$ cat config.mk
export PLATFORM = sky130hd
export DESIGN_NAME = seq_divider_16bit
export DESIGN_NICKNAME = d
export VERILOG_FILES = /design/src/rtl/div_pkg.sv /design/src/rtl/cla_16bit.sv /design/src/rtl/seq_divider_16bit.sv
export SDC_FILE = /design/constraint.sdc
export NUM_CORES = 1
export LEC_CHECK = 0
export CORE_ASPECT_RATIO = 0.6
export CORE_MARGIN = 1.5
export CORE_UTILIZATION = 59
export DETAILED_ROUTE_END_ITERATION = 16
export DONT_BUFFER_PORTS = 1
export GPL_ROUTABILITY_DRIVEN = 1
export PLACE_DENSITY = 0.84
export SLEW_MARGIN = 40
export SYNTH_ARGS = -nofsm -noshare
export SYNTH_HDL_FRONTEND = slang
export SYNTH_SLANG_ARGS = --single-unit
$ cat constraint.sdc
create_clock -name clk -period 4.05 [get_ports clk]
set_clock_uncertainty 0.15 [all_clocks]
set_input_delay 0.81 -clock clk [delete_from_list [all_inputs] [get_ports clk]]
set_output_delay 0.81 -clock clk [all_outputs]
set_load 0.05 [all_outputs]
$ cat src/rtl/div_pkg.sv
`default_nettype none
// ============================================================================
// Package  : div_pkg
// Brief    : Shared state encodings and constants for the sequential divider.
// Revision : 1.0
// ============================================================================
package div_pkg;

   localparam int         DIV_WIDTH    = 16;
   localparam logic [1:0] S_IDLE       = 2'd0;
   localparam logic [1:0] S_RUN        = 2'd1;
   localparam logic [1:0] S_DONE       = 2'd2;
   localparam logic [DIV_WIDTH-1:0] DBZ_QUOTIENT = 16'hFFFF;

   typedef enum logic [1:0] {
      ST_IDLE = S_IDLE,
      ST_RUN  = S_RUN,
      ST_DONE = S_DONE
   } div_state_e;

endpackage : div_pkg
`default_nettype wire

$ cat src/rtl/cla_16bit.sv
`default_nettype none
// ============================================================================
// Module   : cla_16bit
// Brief    : 16-bit carry-lookahead adder, four 4-bit lookahead groups.
// Revision : 1.0
// ============================================================================
module cla_16bit (
   input  logic [15:0] a,
   input  logic [15:0] b,
   input  logic        cin,
   output logic [15:0] sum,
   output logic        cout
);

   logic [15:0] g;
   logic [15:0] p;
   logic [3:0]  grp_g;
   logic [3:0]  grp_p;
   logic [4:0]  grp_c;

   assign g = a & b;
   assign p = a ^ b;

   genvar gi;
   generate
      for (gi = 0; gi < 4; gi++) begin : g_grp
         logic [3:0] gg;
         logic [3:0] pp;
         logic [3:0] cc;

         assign gg = g[4*gi +: 4];
         assign pp = p[4*gi +: 4];

         assign cc[0] = grp_c[gi];
         assign cc[1] = gg[0] | (pp[0] & grp_c[gi]);
         assign cc[2] = gg[1] | (pp[1] & gg[0]) | (pp[1] & pp[0] & grp_c[gi]);
         assign cc[3] = gg[2] | (pp[2] & gg[1]) | (pp[2] & pp[1] & gg[0])
                      | (pp[2] & pp[1] & pp[0] & grp_c[gi]);

         assign sum[4*gi +: 4] = pp ^ cc;

         assign grp_g[gi] = gg[3] | (pp[3] & gg[2]) | (pp[3] & pp[2] & gg[1])
                          | (pp[3] & pp[2] & pp[1] & gg[0]);
         assign grp_p[gi] = &pp;
      end
   endgenerate

   // Second-level lookahead across the four groups.
   assign grp_c[0] = cin;
   assign grp_c[1] = grp_g[0] | (grp_p[0] & cin);
   assign grp_c[2] = grp_g[1] | (grp_p[1] & grp_g[0]) | (grp_p[1] & grp_p[0] & cin);
   assign grp_c[3] = grp_g[2] | (grp_p[2] & grp_g[1]) | (grp_p[2] & grp_p[1] & grp_g[0])
                   | (grp_p[2] & grp_p[1] & grp_p[0] & cin);
   assign grp_c[4] = grp_g[3] | (grp_p[3] & grp_g[2]) | (grp_p[3] & grp_p[2] & grp_g[1])
                   | (grp_p[3] & grp_p[2] & grp_p[1] & grp_g[0])
                   | (grp_p[3] & grp_p[2] & grp_p[1] & grp_p[0] & cin);

   assign cout = grp_c[4];

endmodule : cla_16bit
`default_nettype wire

$ cat src/rtl/seq_divider_16bit.sv
`default_nettype none
// ============================================================================
// Module   : seq_divider_16bit
// Brief    : Iterative unsigned restoring divider, one quotient bit per clock.
// Revision : 1.0
// ============================================================================
module seq_divider_16bit
   import div_pkg::*;
#(
   parameter int WIDTH = DIV_WIDTH,
   parameter int CNT_W = 5
) (
   input  logic             clk,
   input  logic             rst_n,
   input  logic             start,
   input  logic [WIDTH-1:0] dividend,
   input  logic [WIDTH-1:0] divisor,
   output logic             busy,
   output logic             done,
   output logic [WIDTH-1:0] quotient,
   output logic [WIDTH-1:0] remainder,
   output logic             div_by_zero
);

   div_state_e       state_q, state_d;
   logic [WIDTH-1:0] q_reg_q, q_reg_d;
   logic [WIDTH-1:0] r_reg_q, r_reg_d;
   logic [WIDTH-1:0] d_reg_q, d_reg_d;
   logic [CNT_W-1:0] cnt_q, cnt_d;
   logic [WIDTH-1:0] quot_q, quot_d;
   logic [WIDTH-1:0] rem_q, rem_d;
   logic             dbz_q, dbz_d;

   logic [WIDTH-1:0] shift_lo;
   logic [WIDTH-1:0] diff;
   logic             cout;
   logic             accept;

   // Low 16 bits of the shifted partial remainder; bit 16 is r_reg_q[15].
   assign shift_lo = {r_reg_q[WIDTH-2:0], q_reg_q[WIDTH-1]};

   cla_16bit u_cla (
      .a    (shift_lo),
      .b    (~d_reg_q),
      .cin  (1'b1),
      .sum  (diff),
      .cout (cout)
   );

   assign accept = r_reg_q[WIDTH-1] | cout;

   always_comb begin
      state_d = state_q;
      q_reg_d = q_reg_q;
      r_reg_d = r_reg_q;
      d_reg_d = d_reg_q;
      cnt_d   = cnt_q;
      quot_d  = quot_q;
      rem_d   = rem_q;
      dbz_d   = dbz_q;

      case (state_q)
         ST_IDLE: begin
            if (start) begin
               if (divisor != '0) begin
                  state_d = ST_RUN;
                  q_reg_d = dividend;
                  r_reg_d = '0;
                  d_reg_d = divisor;
                  cnt_d   = '0;
               end else begin
                  state_d = ST_DONE;
                  quot_d  = DBZ_QUOTIENT;
                  rem_d   = dividend;
                  dbz_d   = 1'b1;
               end
            end
         end
         ST_RUN: begin
            r_reg_d = accept ? diff : shift_lo;
            q_reg_d = {q_reg_q[WIDTH-2:0], accept};
            cnt_d   = cnt_q + 1'b1;
            // Results are published on entry to DONE so they are valid with done.
            if (cnt_q == CNT_W'(WIDTH - 1)) begin
               state_d = ST_DONE;
               quot_d  = q_reg_d;
               rem_d   = r_reg_d;
               dbz_d   = 1'b0;
            end
         end
         ST_DONE: begin
            state_d = ST_IDLE;
         end
         default: begin
            state_d = ST_IDLE;
         end
      endcase
   end

   always_ff @(posedge clk or negedge rst_n) begin
      if (!rst_n) begin
         state_q <= ST_IDLE;
         q_reg_q <= '0;
         r_reg_q <= '0;
         d_reg_q <= '0;
         cnt_q   <= '0;
         quot_q  <= '0;
         rem_q   <= '0;
         dbz_q   <= 1'b0;
      end else begin
         state_q <= state_d;
         q_reg_q <= q_reg_d;
         r_reg_q <= r_reg_d;
         d_reg_q <= d_reg_d;
         cnt_q   <= cnt_d;
         quot_q  <= quot_d;
         rem_q   <= rem_d;
         dbz_q   <= dbz_d;
      end
   end

   assign busy        = (state_q != ST_IDLE);
   assign done        = (state_q == ST_DONE);
   assign quotient    = quot_q;
   assign remainder   = rem_q;
   assign div_by_zero = dbz_q;

endmodule : seq_divider_16bit
`default_nettype wire
==> metrics.txt, run 1 <==
outcome finished, final reports clean; Multi-input gate area 2130 um^2; CTS Root Cell clkbuf_16; CTS tree built; Syn Inst Count 465; final period utilization 74.6%; Ant. Diodes 0; number of port buffers 0; syn_nets between 500 and 600; max frequency roughly 330 MHz; endpoints failing setup 0; share of cells above drive strength 1 approximately 8.4%; IO Count 70; Req. time, crit path 4150 ps; number of H-tree levels 3; RSZ-0062 raised after global routing false; kind of critical path flop to flop; HPWL after DPL 7.58 mm; CP endpoint kind flop; Setup Fix Bufs, Post-CTS 0; most frequent cells in the layout nand2_1 (89), dfrtp_1 (88), o21ai_0 (38); Die H 71.0 um; worst-case clock buffer depth 2; number of flops mapped to enable cells by yosys 0; standard-cell row count 24; drc violations 0; 1st-iter DRT viols 359; NumNets Final about 520; Final Wtd Congestion 0.908; Total Die Area 8260 um^2; Seq cells post-synth 88; area occupied by registers between 2000 and 2500 um^2; register area share after synthesis about half; first-pass GRT wire length 17.3 mm; Yosys warning total 0; Via density roughly 6.2; most common cell after layout, fill and taps aside nand2_1; CTS clk-pin slew, worst paths 70 ps; MaxCap Viol Count 0; Initial Util 61.8%; synth unique cells 56; aggregate global-route resource usage 27.6%; DRT Pass-1 Iters 4; CTS Sinks slightly below 90; top_reg_cell synth dfrtp_1; worst-margin pin slew between 600 and 700 ps; vias in the first global route 3432; total wire length 10.8 mm; Setup crit start kind flop; initial antenna violation count 0; Layout fillers 560; largest net degree at the start of global routing 88; final setup margin 1030 ps; Overflow after GRT 0; wire per inst 18.9 um; Num CTS Buffers 9; routed vias 3501; slew margin rel. 55.2%; Area Overhead vs Synth 8.33%; Worst EP arrival roughly 3100 ps; post-route ant nets 0; Clk Latency, worst-skew pair 350 ps; setup_tns 0 ps; Syn Std Cell Area 4550 um^2; Core ar. 7360 um^2; ys async rst share 100%; DP Worst Slack 819 ps; Final Max Slew Viols 0; Hold Path Class input port to asynchronous set/reset pin; Crit Path Max Fanout 7; Final Hold Violating Endpoints 0; Synth Area per Inst 9.78 um^2; Final min period 3020 ps; Horiz. Die Dim 116 um; post-layout util 67.0%
[synthesized netlist by cell type, drive strengths merged, types with 4 or more instances]
master   n  share of area, %
nand3    8              0.88
ha      19               5.2
inv     26               2.1
o22a    15               2.9
o21ai   46               5.2
a21o     5              0.83
nand2b   4              0.55
a22oi   16               2.8
buf      8               1.5
clkbuf  15               1.2
nor2    19               1.6
xor2     5              0.96
mux2i   16               3.5
a31oi    7               1.3
o22ai    5              0.69
a21oi   18               2.1
nor3     4              0.44
nand2   90               7.4
dfrtp   88                48
nor4     4              0.55
o211ai   6               1.1
xnor2    5              0.96
[through the flow]
| stage | instance area (um^2) | hold slack, ps | cells |
|---|---|---|---|
| floorplan | 4550 | 300 | 465 |
| global placement | 4600 | 316 | 551 |
| detailed placement | 4600 | 342 | 551 |
| CTS | 4930 | 235 | 569 |
| global route | 4930 | 241 | 569 |
| finish | 4930 | 211 | 569 |
[kinds of logic (layout without fill, tap and decap cells)]
| logic type | Yosys count | after routing | share of synthesized area [%] |
|---|---|---|---|
| and+or+nand+nor | 145 | 145 | 13.8 |
| AOI/OAI and AO/OA | 133 | 133 | 20.5 |
| DFF | 88 | 88 | 48.4 |
| buffers and inverters | 50 | 50 | 4.95 |
| adders and majority gates | 22 | 22 | 6.55 |
| muxes | 17 | 17 | 3.85 |
| xor gates and xnor gates | 10 | 10 | 1.93 |
[cell type report]
class / instances / share of cell area (%)
inverter: 27 / 2.08
clock buffer: 9 / 4.57
clock inverter: 7 / 1.29
sequential: 88 / 44.7
multi-input combinational: 327 / 43.2
tap: 104 / 2.64
timing repair buffer: 7 / 1.52
[registers in the layout (all words and copies together), names as in the netlist]
signal / cells
r_reg_q: 16
d_reg_q: 16
state_q: 2
div_by_zero: 1
quotient: 16
q_reg_q: 16
cnt_q: 5
remainder: 16
[layer usage]
metal | up-vias | wire [um] | track usage (%)
met5 | - | 0 | 0
met4 | 0 | 141 | 6.91
met3 | 12 | 975 | 9.94
met2 | 135 | 5000 | 44.2
met1 | 1726 | 4640 | 36.0
li1 | 1628 | - | -
[worst paths after layout]
kind / startpoint / to / slack [ps] / cells after the start
worst min register to register: r_reg_q[1] / r_reg_q[1] / 360 / 2
min in group clk: r_reg_q[1] / r_reg_q[1] / 360 / 2
worst max-delay path: q_reg_q[15] / remainder[12] / 1030 / 11
worst min-delay path: rst_n / quotient[3] / 210 / 1
max in group asynchronous: rst_n / quotient[8] / 3050 / 1
worst max register to register: q_reg_q[15] / remainder[12] / 1030 / 11
[timing repair]
action | 4_1_cts | 5_1_grt
endpoints found under the hold margin | 87 | 0
resized for setup | 0 | 0
hold buffers | 2 | 0
[worst max-delay path, cell delays in order (launching register included)]
cell	delay, ps
dfrtp_1	410
inv_1	70
ha_1	300
o21ai_1	230
a22oi_2	200
a41oi_4	420
o211ai_2	180
nand2_1	150
fa_1	420
nand2_1	80
o21ai_1	110
o211ai_1	200
Power of run 1 is not shown: default switching activity piles up to over one toggle a cycle in this logic, so the estimate is an artifact.
==> run 2, diff against run 1 <==
Clock period 4.05 ns to 3.1 ns, I/O delays scaled along.
==> run 2 against run 1 <==
Final cell count grew 0.88%; via count grew 0.43%; global-route usage is essentially flat; critical path depth shrank 1; setup slack lost 750 ps; fmax grew 7.2%; clock-buffer cell count is the same; highest routed layer unchanged; utilization grew 1.1 points; wire length shrank 0.20%.
==> metrics.txt, run 2 (synthesis results as in run 1) <==
Overflow after GRT 0 (unchanged); HPWL after DPL 7.64 mm (was 7.58 mm); RSZ-0062 raised after global routing false (unchanged); share of cells above drive strength 1 9.15% (was 8.39%); aggregate global-route resource usage 27.6% (about the same); initial antenna violation count 0 (unchanged); kind of critical path flop to flop (unchanged); Req. time, crit path 3210 ps (was 4150 ps); critical path buffer and inverter count 0 (was 1); Area Overhead vs Synth 10.1% (was 8.33%); post-route ant nets 0 (unchanged); Die H 71.0 um (unchanged); wire per inst 18.7 um (was 18.9 um); total wire length 10.7 mm (was 10.8 mm); Largest delay share family, worst path compound AO/OA/AOI/OAI gates (unchanged); worst-case clock buffer depth 2 (unchanged); Final Max Slew Viols 0 (unchanged); Clk Latency, worst-skew pair 340 ps (was 350 ps); routed vias 3516 (was 3501); IO Count 70 (unchanged); Final Wtd Congestion 0.909 (was 0.908); post-cts resize count 0 (unchanged); 1st-iter DRT viols 287 (was 359); MaxCap Viol Count 0 (unchanged); Hold Path Class input port to asynchronous set/reset pin (unchanged); crit-path most repeated cell nand2_1; CP Capture Point remainder[12] (unchanged); vias in the first global route 3550 (was 3432); Horiz. Die Dim 116 um (unchanged); slew margin rel. 58.8% (was 55.2%); max frequency 355 MHz (was 331 MHz); number of H-tree levels 3 (unchanged); first-pass GRT wire length 17.5 mm (was 17.3 mm); NumNets Final 522 (was 517); DRT Pass-1 Iters 5 (was 4); CTS clk-pin slew, worst paths 70 ps (about the same); r2r endpoint remainder[12] (unchanged); Worst EP arrival 2930 ps (was 3120 ps); Final Hold Violating Endpoints 0 (unchanged); outcome finished, final reports clean (unchanged); CP Depth 10 (was 11); CTS tree built (unchanged); post-layout util 68.1% (was 67.0%); Initial Util 61.8% (unchanged); final period utilization 91.0% (was 74.6%); CP max stage delay 410 ps (was 420 ps); Setup crit start kind flop (unchanged); cells on worst reg2reg path 10 (was 11); Total Die Area 8260 um^2 (unchanged); standard-cell row count 24 (unchanged); worst-margin pin slew 615 ps (was 669 ps); most frequent cells in the layout nand2_1 (90), dfrtp_1 (88), o21ai_0 (38) (was nand2_1 (89), dfrtp_1 (88), o21ai_0 (38)); drc violations 0 (unchanged); Crit Path Max Fanout 7 (unchanged); largest net degree at the start of global routing 89 (was 88); Via density 6.13 (was 6.15); CTS Root Cell clkbuf_16 (unchanged); endpoints failing setup 0 (unchanged); setup_tns 0 ps (unchanged); R2R Setup Slk 280 ps (was 1030 ps); most common cell after layout, fill and taps aside nand2_1 (unchanged); Critical R2R Launch r_reg_q[4] (was q_reg_q[15]); Ant. Diodes 0 (unchanged); Core ar. 7360 um^2 (unchanged); Final min period 2820 ps (was 3020 ps); CP max-delay cell dfrtp_1 (was a41oi_4); Num CTS Buffers 9 (unchanged); critical path cell sequence ha_1 -> a21o_1 -> a31o_1 -> a41oi_4 -> o211ai_2 -> nand2_1 -> fa_1 -> nand2_1 -> o21ai_1 -> o211ai_1 (was inv_1 -> ha_1 -> o21ai_1 -> a22oi_2 -> a41oi_4 -> o211ai_2 -> nand2_1 -> fa_1 -> nand2_1 -> o21ai_1 -> o211ai_1); Layout fillers 558 (was 560); CP startpoint r_reg_q[4] (was q_reg_q[15]); CP endpoint kind flop (unchanged); CTS Sinks 88 (unchanged); number of port buffers 0 (unchanged)
## run 2: routing by layer
layer  global-route usage (%)  wire length, um  vias up
met5                        0                0        -
met4                     8.13              155        0
met3                     7.71              933       15
met2                     42.4             4900      127
met1                     38.6             4750     1738
li1                         -                -     1636
## run 2: worst min path at each step
stage                  endpoint  slack, ps  cells past startpoint
finish              quotient[2]         30                      1
CTS                 quotient[3]         50                      1
detailed placement  quotient[3]        180                      0
global placement    quotient[3]        180                      0
global route        quotient[2]         50                      1
floorplan              cnt_q[0]        170                      0
## run 2: final cells by class
class	instances	area, um^2	area share (%)
Multi-Input combinational cell	327	2120	42.4
Inverter	27	103	2.05
Sequential cell	88	2200	43.9
Timing Repair Buffer	12	123	2.45
Tap cell	104	130	2.60
Clock inverter	7	104	2.07
Clock buffer	9	225	4.49
## run 2: per-stage QoR
stage	setup slack, ps	instance area, um^2	cells	hold slack [ps]
after floorplan	544	4550	465	174
after global placement	333	4650	557	176
after detailed placement	289	4650	557	176
after CTS	266	5010	574	54.0
after global routing	59.5	5010	574	50.4
final	280	5010	574	26.2
## run 2: what timing repair did
action | in CTS | in global routing
setup buffers | 0 | 0
hold buffers | 1 | 0
hold endpoints to repair | 88 | 0
Power of run 2 is left out for the same reason.
